$ cat config.mk
export PLATFORM = sky130hd
export DESIGN_NAME = config_writer_flat
export DESIGN_NICKNAME = d
export VERILOG_FILES = /design/src/rtl/config_writer_if.sv /design/src/rtl/config_writer.sv /design/src/flat_wrapper.sv
export SDC_FILE = /design/constraint.sdc
export NUM_CORES = 1
export LEC_CHECK = 0
export CORE_UTILIZATION = 45
export DETAILED_ROUTE_END_ITERATION = 12
export GPL_ROUTABILITY_DRIVEN = 0
export GPL_TIMING_DRIVEN = 0
export HOLD_SLACK_MARGIN = 0.15
export PLACE_DENSITY = 0.78
export SLEW_MARGIN = 20
export SYNTH_ARGS = -nofsm -noshare
export SYNTH_HDL_FRONTEND = slang
export SYNTH_SLANG_ARGS = --single-unit
$ cat constraint.sdc
create_clock -name clk -period 2.3 [get_ports clk]
set_input_delay 0.46 -clock clk [delete_from_list [all_inputs] [get_ports clk]]
set_output_delay 0.46 -clock clk [all_outputs]
set_load 0.005 [all_outputs]
$ cat src/rtl/config_writer_if.sv
// Command handshake from the host plus the 2-bit config write bus toward
// the register block.
interface config_writer_if;
    logic [7:0] cmd_data;
    logic       cmd_valid;
    logic       cmd_ready;
    logic [1:0] config_addr;
    logic [1:0] config_data;
    logic       config_en;

    modport master (
        output cmd_data, cmd_valid,
        input  cmd_ready, config_addr, config_data, config_en
    );

    modport slave (
        input  cmd_data, cmd_valid,
        output cmd_ready, config_addr, config_data, config_en
    );
endinterface

$ cat src/rtl/config_writer.sv
// Config write initiator: decodes parity-checked host command bytes into
// single, broadcast or load-defaults strobe sequences and shadows the results.
module config_writer #(
    parameter logic [1:0] CH0_REG_ADDR    = 2'h0,
    parameter logic [1:0] CH1_REG_ADDR    = 2'h1,
    parameter logic [1:0] CH2_REG_ADDR    = 2'h2,
    parameter logic [1:0] CRC_EN_REG_ADDR = 2'h3,
    parameter logic [1:0] DEF_CH0         = 2'h0,
    parameter logic [1:0] DEF_CH1         = 2'h1,
    parameter logic [1:0] DEF_CH2         = 2'h2,
    parameter logic       DEF_CRC_EN      = 1'b0,
    parameter bit         PARITY_EN       = 1'b1
) (
    input  logic            clk,
    input  logic            rst_n,
    config_writer_if.slave  bus,
    output logic            busy,
    output logic            cmd_err,
    output logic [7:0]      err_cnt,
    output logic [1:0]      sh_ch0,
    output logic [1:0]      sh_ch1,
    output logic [1:0]      sh_ch2,
    output logic            sh_crc_en
);
    typedef enum logic [1:0] {IDLE, WR, SEQ} state_t;

    state_t     state, state_d;
    logic [1:0] step, step_d;
    logic       bcast, bcast_d;
    logic [1:0] seq_data, seq_data_d;
    logic [1:0] addr_q, addr_d, data_q, data_d;
    logic       err_d;
    logic       accept, par_ok;

    // {addr, data} for a given step of a broadcast or load-defaults sequence
    function automatic logic [3:0] seq_word(input logic bc, input logic [1:0] st,
                                            input logic [1:0] d);
        case (st)
            2'd0:    return {CH0_REG_ADDR, bc ? d : DEF_CH0};
            2'd1:    return {CH1_REG_ADDR, bc ? d : DEF_CH1};
            2'd2:    return {CH2_REG_ADDR, bc ? d : DEF_CH2};
            default: return {CRC_EN_REG_ADDR, 1'b0, DEF_CRC_EN};
        endcase
    endfunction

    assign bus.cmd_ready   = (state == IDLE) && rst_n;
    assign accept          = bus.cmd_valid && bus.cmd_ready;
    assign par_ok          = !PARITY_EN || !(^bus.cmd_data);
    assign bus.config_en   = (state != IDLE);
    assign bus.config_addr = addr_q;
    assign bus.config_data = data_q;
    assign busy            = (state != IDLE);

    always_ff @(posedge clk) begin
        if (!rst_n) begin
            state    <= IDLE;
            step     <= 2'd0;
            bcast    <= 1'b0;
            seq_data <= 2'd0;
            addr_q   <= 2'd0;
            data_q   <= 2'd0;
        end else begin
            state    <= state_d;
            step     <= step_d;
            bcast    <= bcast_d;
            seq_data <= seq_data_d;
            addr_q   <= addr_d;
            data_q   <= data_d;
        end
    end

    always_comb begin
        state_d    = state;
        step_d     = step;
        bcast_d    = bcast;
        seq_data_d = seq_data;
        addr_d     = addr_q;
        data_d     = data_q;
        err_d      = 1'b0;
        case (state)
            IDLE: begin
                if (accept) begin
                    // parity gates decode: a bad byte is never interpreted
                    if (!par_ok) begin
                        err_d = 1'b1;
                    end else begin
                        case (bus.cmd_data[7:6])
                            2'b01: begin
                                state_d = WR;
                                addr_d  = bus.cmd_data[3:2];
                                data_d  = bus.cmd_data[1:0];
                            end
                            2'b10, 2'b11: begin
                                state_d         = SEQ;
                                step_d          = 2'd0;
                                bcast_d         = !bus.cmd_data[6];
                                seq_data_d      = bus.cmd_data[1:0];
                                {addr_d, data_d} = seq_word(!bus.cmd_data[6], 2'd0,
                                                            bus.cmd_data[1:0]);
                            end
                            default: ;
                        endcase
                    end
                end
            end
            WR: state_d = IDLE;
            SEQ: begin
                if (step == (bcast ? 2'd2 : 2'd3)) begin
                    state_d = IDLE;
                end else begin
                    step_d           = step + 2'd1;
                    {addr_d, data_d} = seq_word(bcast, step + 2'd1, seq_data);
                end
            end
            default: state_d = IDLE;
        endcase
    end

    always_ff @(posedge clk) begin
        if (!rst_n) begin
            cmd_err   <= 1'b0;
            err_cnt   <= 8'h00;
            sh_ch0    <= 2'd0;
            sh_ch1    <= 2'd0;
            sh_ch2    <= 2'd0;
            sh_crc_en <= 1'b0;
        end else begin
            cmd_err <= err_d;
            if (err_d && err_cnt != 8'hFF) err_cnt <= err_cnt + 8'd1;
            // unmatched addresses still strobe but touch no shadow
            if (bus.config_en) begin
                if (addr_q == CH0_REG_ADDR)    sh_ch0    <= data_q;
                if (addr_q == CH1_REG_ADDR)    sh_ch1    <= data_q;
                if (addr_q == CH2_REG_ADDR)    sh_ch2    <= data_q;
                if (addr_q == CRC_EN_REG_ADDR) sh_crc_en <= data_q[0];
            end
        end
    end
endmodule

$ cat src/flat_wrapper.sv
// flat-port wrapper written by rule: the top's interface ports become plain ports
module config_writer_flat 
#(
    parameter logic [1:0] CH0_REG_ADDR    = 2'h0,
    parameter logic [1:0] CH1_REG_ADDR    = 2'h1,
    parameter logic [1:0] CH2_REG_ADDR    = 2'h2,
    parameter logic [1:0] CRC_EN_REG_ADDR = 2'h3,
    parameter logic [1:0] DEF_CH0         = 2'h0,
    parameter logic [1:0] DEF_CH1         = 2'h1,
    parameter logic [1:0] DEF_CH2         = 2'h2,
    parameter logic       DEF_CRC_EN      = 1'b0,
    parameter bit         PARITY_EN       = 1'b1
)
  (clk, rst_n, busy, cmd_err, err_cnt, sh_ch0, sh_ch1, sh_ch2, sh_crc_en, bus_cmd_data, bus_cmd_valid, bus_cmd_ready, bus_config_addr, bus_config_data, bus_config_en);
  config_writer_if bus_i ();
  input  logic clk;
  input  logic rst_n;
  output logic busy;
  output logic cmd_err;
  output logic [7:0] err_cnt;
  output logic [1:0] sh_ch0;
  output logic [1:0] sh_ch1;
  output logic [1:0] sh_ch2;
  output logic sh_crc_en;
  input wire logic [$bits(bus_i.cmd_data)-1:0] bus_cmd_data;
  input wire logic [$bits(bus_i.cmd_valid)-1:0] bus_cmd_valid;
  output wire logic [$bits(bus_i.cmd_ready)-1:0] bus_cmd_ready;
  output wire logic [$bits(bus_i.config_addr)-1:0] bus_config_addr;
  output wire logic [$bits(bus_i.config_data)-1:0] bus_config_data;
  output wire logic [$bits(bus_i.config_en)-1:0] bus_config_en;
  assign bus_i.cmd_data = bus_cmd_data;
  assign bus_i.cmd_valid = bus_cmd_valid;
  assign bus_cmd_ready = bus_i.cmd_ready;
  assign bus_config_addr = bus_i.config_addr;
  assign bus_config_data = bus_i.config_data;
  assign bus_config_en = bus_i.config_en;
  config_writer #(.CH0_REG_ADDR(CH0_REG_ADDR), .CH1_REG_ADDR(CH1_REG_ADDR), .CH2_REG_ADDR(CH2_REG_ADDR), .CRC_EN_REG_ADDR(CRC_EN_REG_ADDR), .DEF_CH0(DEF_CH0), .DEF_CH1(DEF_CH1), .DEF_CH2(DEF_CH2), .DEF_CRC_EN(DEF_CRC_EN), .PARITY_EN(PARITY_EN)) u_core (.clk(clk), .rst_n(rst_n), .bus(bus_i), .busy(busy), .cmd_err(cmd_err), .err_cnt(err_cnt), .sh_ch0(sh_ch0), .sh_ch1(sh_ch1), .sh_ch2(sh_ch2), .sh_crc_en(sh_crc_en));
endmodule
# == Yosys cells after proc, flatten, opt, wreduce, memory -nomap -nowiden ==
# Index checks and enable logic that the tools add are counted.
# word_totals
reg_bits,27
input_bits,11
output_inout_bits,23
wordCells,80
# classes
addsub,2
eq_ne,17
muxes,29
n_bitwise,1
reduce_logical,19
# op_table
op,n
2-bit 2-to-1 mux,17
2-bit case mux with 2 select lines,7
"2-bit == test, second input constant",6
4-bit case mux with 3 select lines,1
5-bit AND reduction,2
"8-bit by 1-bit adder with 8-bit output, second input constant",1
"8-bit != test, second input constant",1
2-bit AND reduction,4
4-bit AND reduction,2
8-bit parity,1
"2-bit by 1-bit == test with 1-bit output, second input constant",3
2-bit logical NOT,3
"2-bit != test, second input constant",3
1-bit 2-to-1 mux,4
"2-bit by 1-bit != test with 1-bit output, second input constant",2
2-bit nonzero test,2
1-bit logical AND,3
"3-bit != test, second input constant",1
"2-bit by 1-bit adder with 2-bit output, second input constant",1
2-bit == test,1
2-bit OR reduction,1
1-bit logical NOT,1
1-bit inverter,1

# == Logic depth before layout (Yosys ltp) ==
# depth
depth_word,6
mapped_depth,8
depth_no_buf,7

# == Worst setup path after synthesis ==
# OpenSTA, ideal clock, no wires.
# synth_path
path_type,input to register
from,in bus_cmd_data[6]
to,reg u_core.err_cnt[6]
setup_time_ps,116
t_arrival_ps,1911
required_time_ps,2184
setup_slack_ps,273
cell_stages,8
n_path_buf,1
cell_sequence,inv_1 > ha_1 > xnor3_1 > xnor3_1 > buf_6 > nor4_1 > nand3b_1 > o211a_1
# synth_between
elab_chain_len,5
# synth_rtl
element,line,source
start: declaration,flat_wrapper.sv:25,input wire logic [$bits(bus_i.cmd_data)-1:0] bus_cmd_data;
8-bit parity,config_writer.sv:48,assign par_ok = !PARITY_EN || !(^bus.cmd_data);
1-bit 2-to-1 mux,config_writer.sv:84,if (!par_ok) begin
1-bit 2-to-1 mux,config_writer.sv:82,if (accept) begin
1-bit 2-to-1 mux,config_writer.sv:80,case (state)
1-bit logical AND,config_writer.sv:129,if (err_d && err_cnt != 8'hFF) err_cnt <= err_cnt + 8'd1;
end signal: assignment,config_writer.sv:129,
end: declaration,config_writer.sv:19,"output logic [7:0] err_cnt,"
# Every way passes these cells.
# A chain may end at the register's enable or synchronous reset.

# == Worst setup path in the final report ==
# layout_path
from,in bus_cmd_data[7]
to,reg u_core.addr_q[0] (netlist: u_core.bus.config_addr[0])
# layout_between
elab_chain_len,6
elab_cells_between_ends,12
cone_classes,eq/ne: 5; mux: 4; reduce/logical: 3
# layout_rtl
element,line,source
2-bit == test,-,
2-bit OR reduction,-,
2-bit case mux with 2 select lines,config_writer.sv:87,case (bus.cmd_data[7:6])
2-bit 2-to-1 mux,config_writer.sv:84,
2-bit 2-to-1 mux,config_writer.sv:82,
2-bit case mux with 2 select lines,config_writer.sv:80,
end signal: assignment,config_writer.sv:67,addr_q <= addr_d;
end: declaration,config_writer.sv:31,"logic [1:0] addr_q, addr_d, data_q, data_d;"
# Several ways; a longest one is shown, not always the timed one. The select of a mux whose other input is x is not followed.

==> impl_table.tex <==
\begin{tabular}{lr}
\hline
Metric & Value \\
\hline
\multicolumn{2}{l}{\textbf{Status}} \\
\quad Outcome & completed \\
\multicolumn{2}{l}{\textbf{Logic synthesis}} \\
\quad Yosys warnings & 0 \\
\quad Count of unique library cells instantiated by Yosys & 40 \\
\quad Share of flip-flops with an asynchronous set or reset & 0\% \\
\quad Number of flops mapped to enable cells by yosys & 0 \\
\quad Register area share after synthesis & 36.9\% \\
\quad Predominant post-synthesis flop cell & sky130\_fd\_sc\_hd\_\_dfxtp\_1 \\
\quad Library cell with the highest instance count after synthesis & sky130\_fd\_sc\_hd\_\_dfxtp\_1 \\
\quad Mean Syn Cell Area & 9.00 um2 \\
\quad Cell taking the most area after synthesis & sky130\_fd\_sc\_hd\_\_dfxtp\_1 \\
\quad Post-Synthesis Net Count & 182 \\
\quad Post-Synthesis Cells & 163 \\
\quad Top-area cell type share of the netlist area & 36.9\% \\
\quad Cell area after synthesis & 0.00147 mm2 \\
\quad Top cells by area, synth & sky130\_fd\_sc\_hd\_\_dfxtp\_1, sky130\_fd\_sc\_hd\_\_ha\_1, sky130\_fd\_sc\_hd\_\_mux2i\_1 \\
\quad Flip-flop and latch count after synthesis & 27 \\
\quad Most common library cells after synthesis & sky130\_fd\_sc\_hd\_\_dfxtp\_1, sky130\_fd\_sc\_hd\_\_nand2\_1, sky130\_fd\_sc\_hd\_\_mux2i\_1, sky130\_fd\_sc\_hd\_\_nor2\_1, sky130\_fd\_sc\_hd\_\_ha\_1 \\
\multicolumn{2}{l}{\textbf{Cells and area}} \\
\quad Area delta synth->final & 30.8\% \\
\quad Final Cell Area & 0.00192 mm2 \\
\quad Cell Count, Final, Fillers Out & 244 \\
\quad Share of layout cells above drive strength 1 & 9.00\% \\
\quad Final core utilization & 62.3\% \\
\quad Net total in the final layout & 220 \\
\quad Antenna Diode Count & 0 \\
\multicolumn{2}{l}{\textbf{Timing}} \\
\quad Hold slack & 0.459 ns \\
\quad Post-layout min period & 2.21 ns \\
\quad Setup clock skew after layout & 0.00923 ns \\
\quad Pins over their slew limit & 0 \\
\quad Headroom to the max-slew limit & 69.5\% \\
\quad Post-route fraction of the period consumed by the critical path & 96.2\% \\
\quad Final sum of negative setup slack & 0 ns \\
\quad Count of final setup violators & 0 \\
\quad Worst slew pin tran & 0.456 ns \\
\quad Fin worst setup slack & 0.0883 ns \\
\quad Number of failing hold endpoints at the final stage & 0 \\
\quad Max Fclk & 0.452 GHz \\
\quad RSZ-0062 raised after global routing & no \\
\multicolumn{2}{l}{\textbf{Placed design}} \\
\quad Post-placement cell count & 239 \\
\quad Placed inst area & 0.00184 mm2 \\
\quad Port Buffers & 32 \\
\quad Half-perimeter wire length after placement & 2420 um \\
\quad Post-Place Worst Slack & -0.472 ns \\
\multicolumn{2}{l}{\textbf{Clock network}} \\
\quad Sinks on Clock Net & 27 \\
\quad Worst-skew pair later-pin latency & 0.33 ns \\
\quad TritonCTS clock tree & yes \\
\quad Hold-fix buffer count after cts & 0 \\
\quad Total number of H-tree levels & 1 \\
\quad Total clock buffers created by CTS & 3 \\
\quad Clock slew at the register clock pins of the worst setup and hold paths & 0.16 ns \\
\quad Root Buffer Master & sky130\_fd\_sc\_hd\_\_clkbuf\_4 \\
\quad Clock Tree Buf Depth & 2 \\
\multicolumn{2}{l}{\textbf{Floorplan}} \\
\quad Rows & 20 \\
\quad Number of primary I/O pins & 34 \\
\quad Chip Height & 59.1 um \\
\quad Die Area & 0.00349 mm2 \\
\quad Initial core utilization & 47.6\% \\
\quad CORE AREA & 0.00308 mm2 \\
\quad Die outline width & 59.1 um \\
\multicolumn{2}{l}{\textbf{Pwr}} \\
\quad Power density over the cells & 590 mW/mm2 \\
\quad Total power & 1.13 mW \\
\quad LEAKAGE & 0.787 nW \\
\quad Worst VDD drop & 307 uV \\
\multicolumn{2}{l}{\textbf{GRT}} \\
\quad First-pass GRT wire length & 5530 um \\
\quad Number of global-route vias before repair & 1259 \\
\quad GRT Resource Usage Total & 20.9\% \\
\quad Number of antenna violations at the first check in global routing & 0 \\
\quad Maximum number of pins on one net before global-route repair & 17 \\
\quad Sum of overflow across all layers after global routing & 0 \\
\multicolumn{2}{l}{\textbf{Route}} \\
\quad Vias after detailed routing & 1314 \\
\quad Wire length reported by the detailed router & 3330 um \\
\quad Length of the first detailed-routing pass in iterations & 5 \\
\quad Remaining antenna violation count after routing & 0 \\
\quad Wire length per cell after detailed routing & 13.7 um \\
\quad Detail-routed via count per cell & 5.39 \\
\quad DR iter-0 viols & 25 \\
\quad Post-route DRC violation count & 0 \\
\multicolumn{2}{l}{\textbf{Worst hold path}} \\
\quad Worst hold-check path type & in -> reg \\
\multicolumn{2}{l}{\textbf{Flow run}} \\
\quad Number of maximum-capacitance violations & 0 \\
\multicolumn{2}{l}{\textbf{Setup path}} \\
\quad Worst path required time & 2.59 ns \\
\quad Classification of the worst setup path & in -> reg \\
\quad Startpoint types & input pin \\
\quad CP arrival & 2.50 ns \\
\quad Maximum fanout along the worst path & 10 \\
\quad Worst Setup End Kind & register \\
\hline
\end{tabular}
path summary, 6_finish.rpt:
check	endpoint	from	cells past startpoint	slack, ns
max	u_core.bus.config_addr[0]	bus_cmd_data[7]	9	0.09
min	u_core.bus.config_addr[1]	rst_n	3	0.46
max reg2reg	u_core.bus.config_addr[0]	u_core.state[1]	6	0.52
min reg2reg	u_core.seq_data[1]	u_core.seq_data[1]	2	0.47
cell families (layout without fill, tap and decap cells):
group / Yosys count / in the layout / synth area share, %
AND/OR/NAND/NOR: 70 / 70 / 24.9
AO/OA/AOI/OAI: 27 / 27 / 13.3
flip-flops: 27 / 27 / 36.9
buffers and inverters: 13 / 50 / 4.61
multiplexers: 10 / 10 / 6.83
adder cells (fa/ha/maj): 8 / 8 / 6.83
XOR/XNOR: 8 / 8 / 6.66
flip-flops by register name (all words and copies together) (netlist names), 2 cells and up:
name	count
u_core.err_cnt	8
u_core.sh_ch2	2
u_core.bus.config_data	2
u_core.step	2
u_core.seq_data	2
u_core.bus.config_addr	2
u_core.state	2
u_core.sh_ch0	2
u_core.sh_ch1	2
cells in the final DEF, fill, tap and decap left out, drive strengths merged, types with 3 or more instances in the layout:
| master | count |
|---|---|
| buf | 5 |
| o211a | 4 |
| nor3 | 7 |
| nor2b | 7 |
| dfxtp | 27 |
| inv | 6 |
| a21oi | 3 |
| nand2 | 23 |
| and2 | 4 |
| ha | 8 |
| o211ai | 3 |
| mux2i | 10 |
| a21boi | 3 |
| xor2 | 4 |
| nand3 | 7 |
| o21ai | 5 |
| nor4 | 3 |
| clkdlybuf4s50 | 31 |
| clkbuf | 5 |
| nor2 | 10 |
metal layers:
metal | wire length [um] | vias to the layer above | global-route usage (%)
met3 | 168 | 6 | 3.28
met4 | 60 | 0 | 10.9
met5 | 0 | - | 0
met2 | 1640 | 42 | 35.4
li1 | - | 651 | -
met1 | 1460 | 615 | 25.6
critical path, stage by stage:
cell,delay (ns)
sky130_fd_sc_hd__clkdlybuf4s50_1,0.50
sky130_fd_sc_hd__inv_1,0.05
sky130_fd_sc_hd__ha_1,0.28
sky130_fd_sc_hd__xnor3_1,0.21
sky130_fd_sc_hd__xnor3_1,0.25
sky130_fd_sc_hd__buf_6,0.17
sky130_fd_sc_hd__a32o_2,0.29
sky130_fd_sc_hd__o211ai_1,0.12
sky130_fd_sc_hd__o211a_1,0.17
power by group:
part / internal, mW / switching [mW] / total (mW) / leakage, nW
Clock: 0.0665 / 0.146 / 0.212 / 0.0139
Sequential: 0.504 / 0.0378 / 0.542 / 0.219
Combinational: 0.194 / 0.184 / 0.378 / 0.554
Total: 0.765 / 0.367 / 1.13 / 0.787
final cells by class:
| type | count | area [um2] |
|---|---|---|
| plain buffers | 7 | 45.0 |
| well taps | 44 | 55.1 |
| flip-flops and latches | 27 | 541 |
| clock inverters | 1 | 7.51 |
| multi-input cells | 123 | 895 |
| clock buffers | 3 | 22.5 |
| inverters | 6 | 22.5 |
| fillers | 270 | 1160 |
| repair buffers | 33 | 330 |
timing repair:
action,CTS,global route
setup endpoints to repair,6,11
buffers inserted,0,1
cloned,0,0
pin swaps,0,3
resized for setup,4,7
Power figures use the tool's default switching activity.
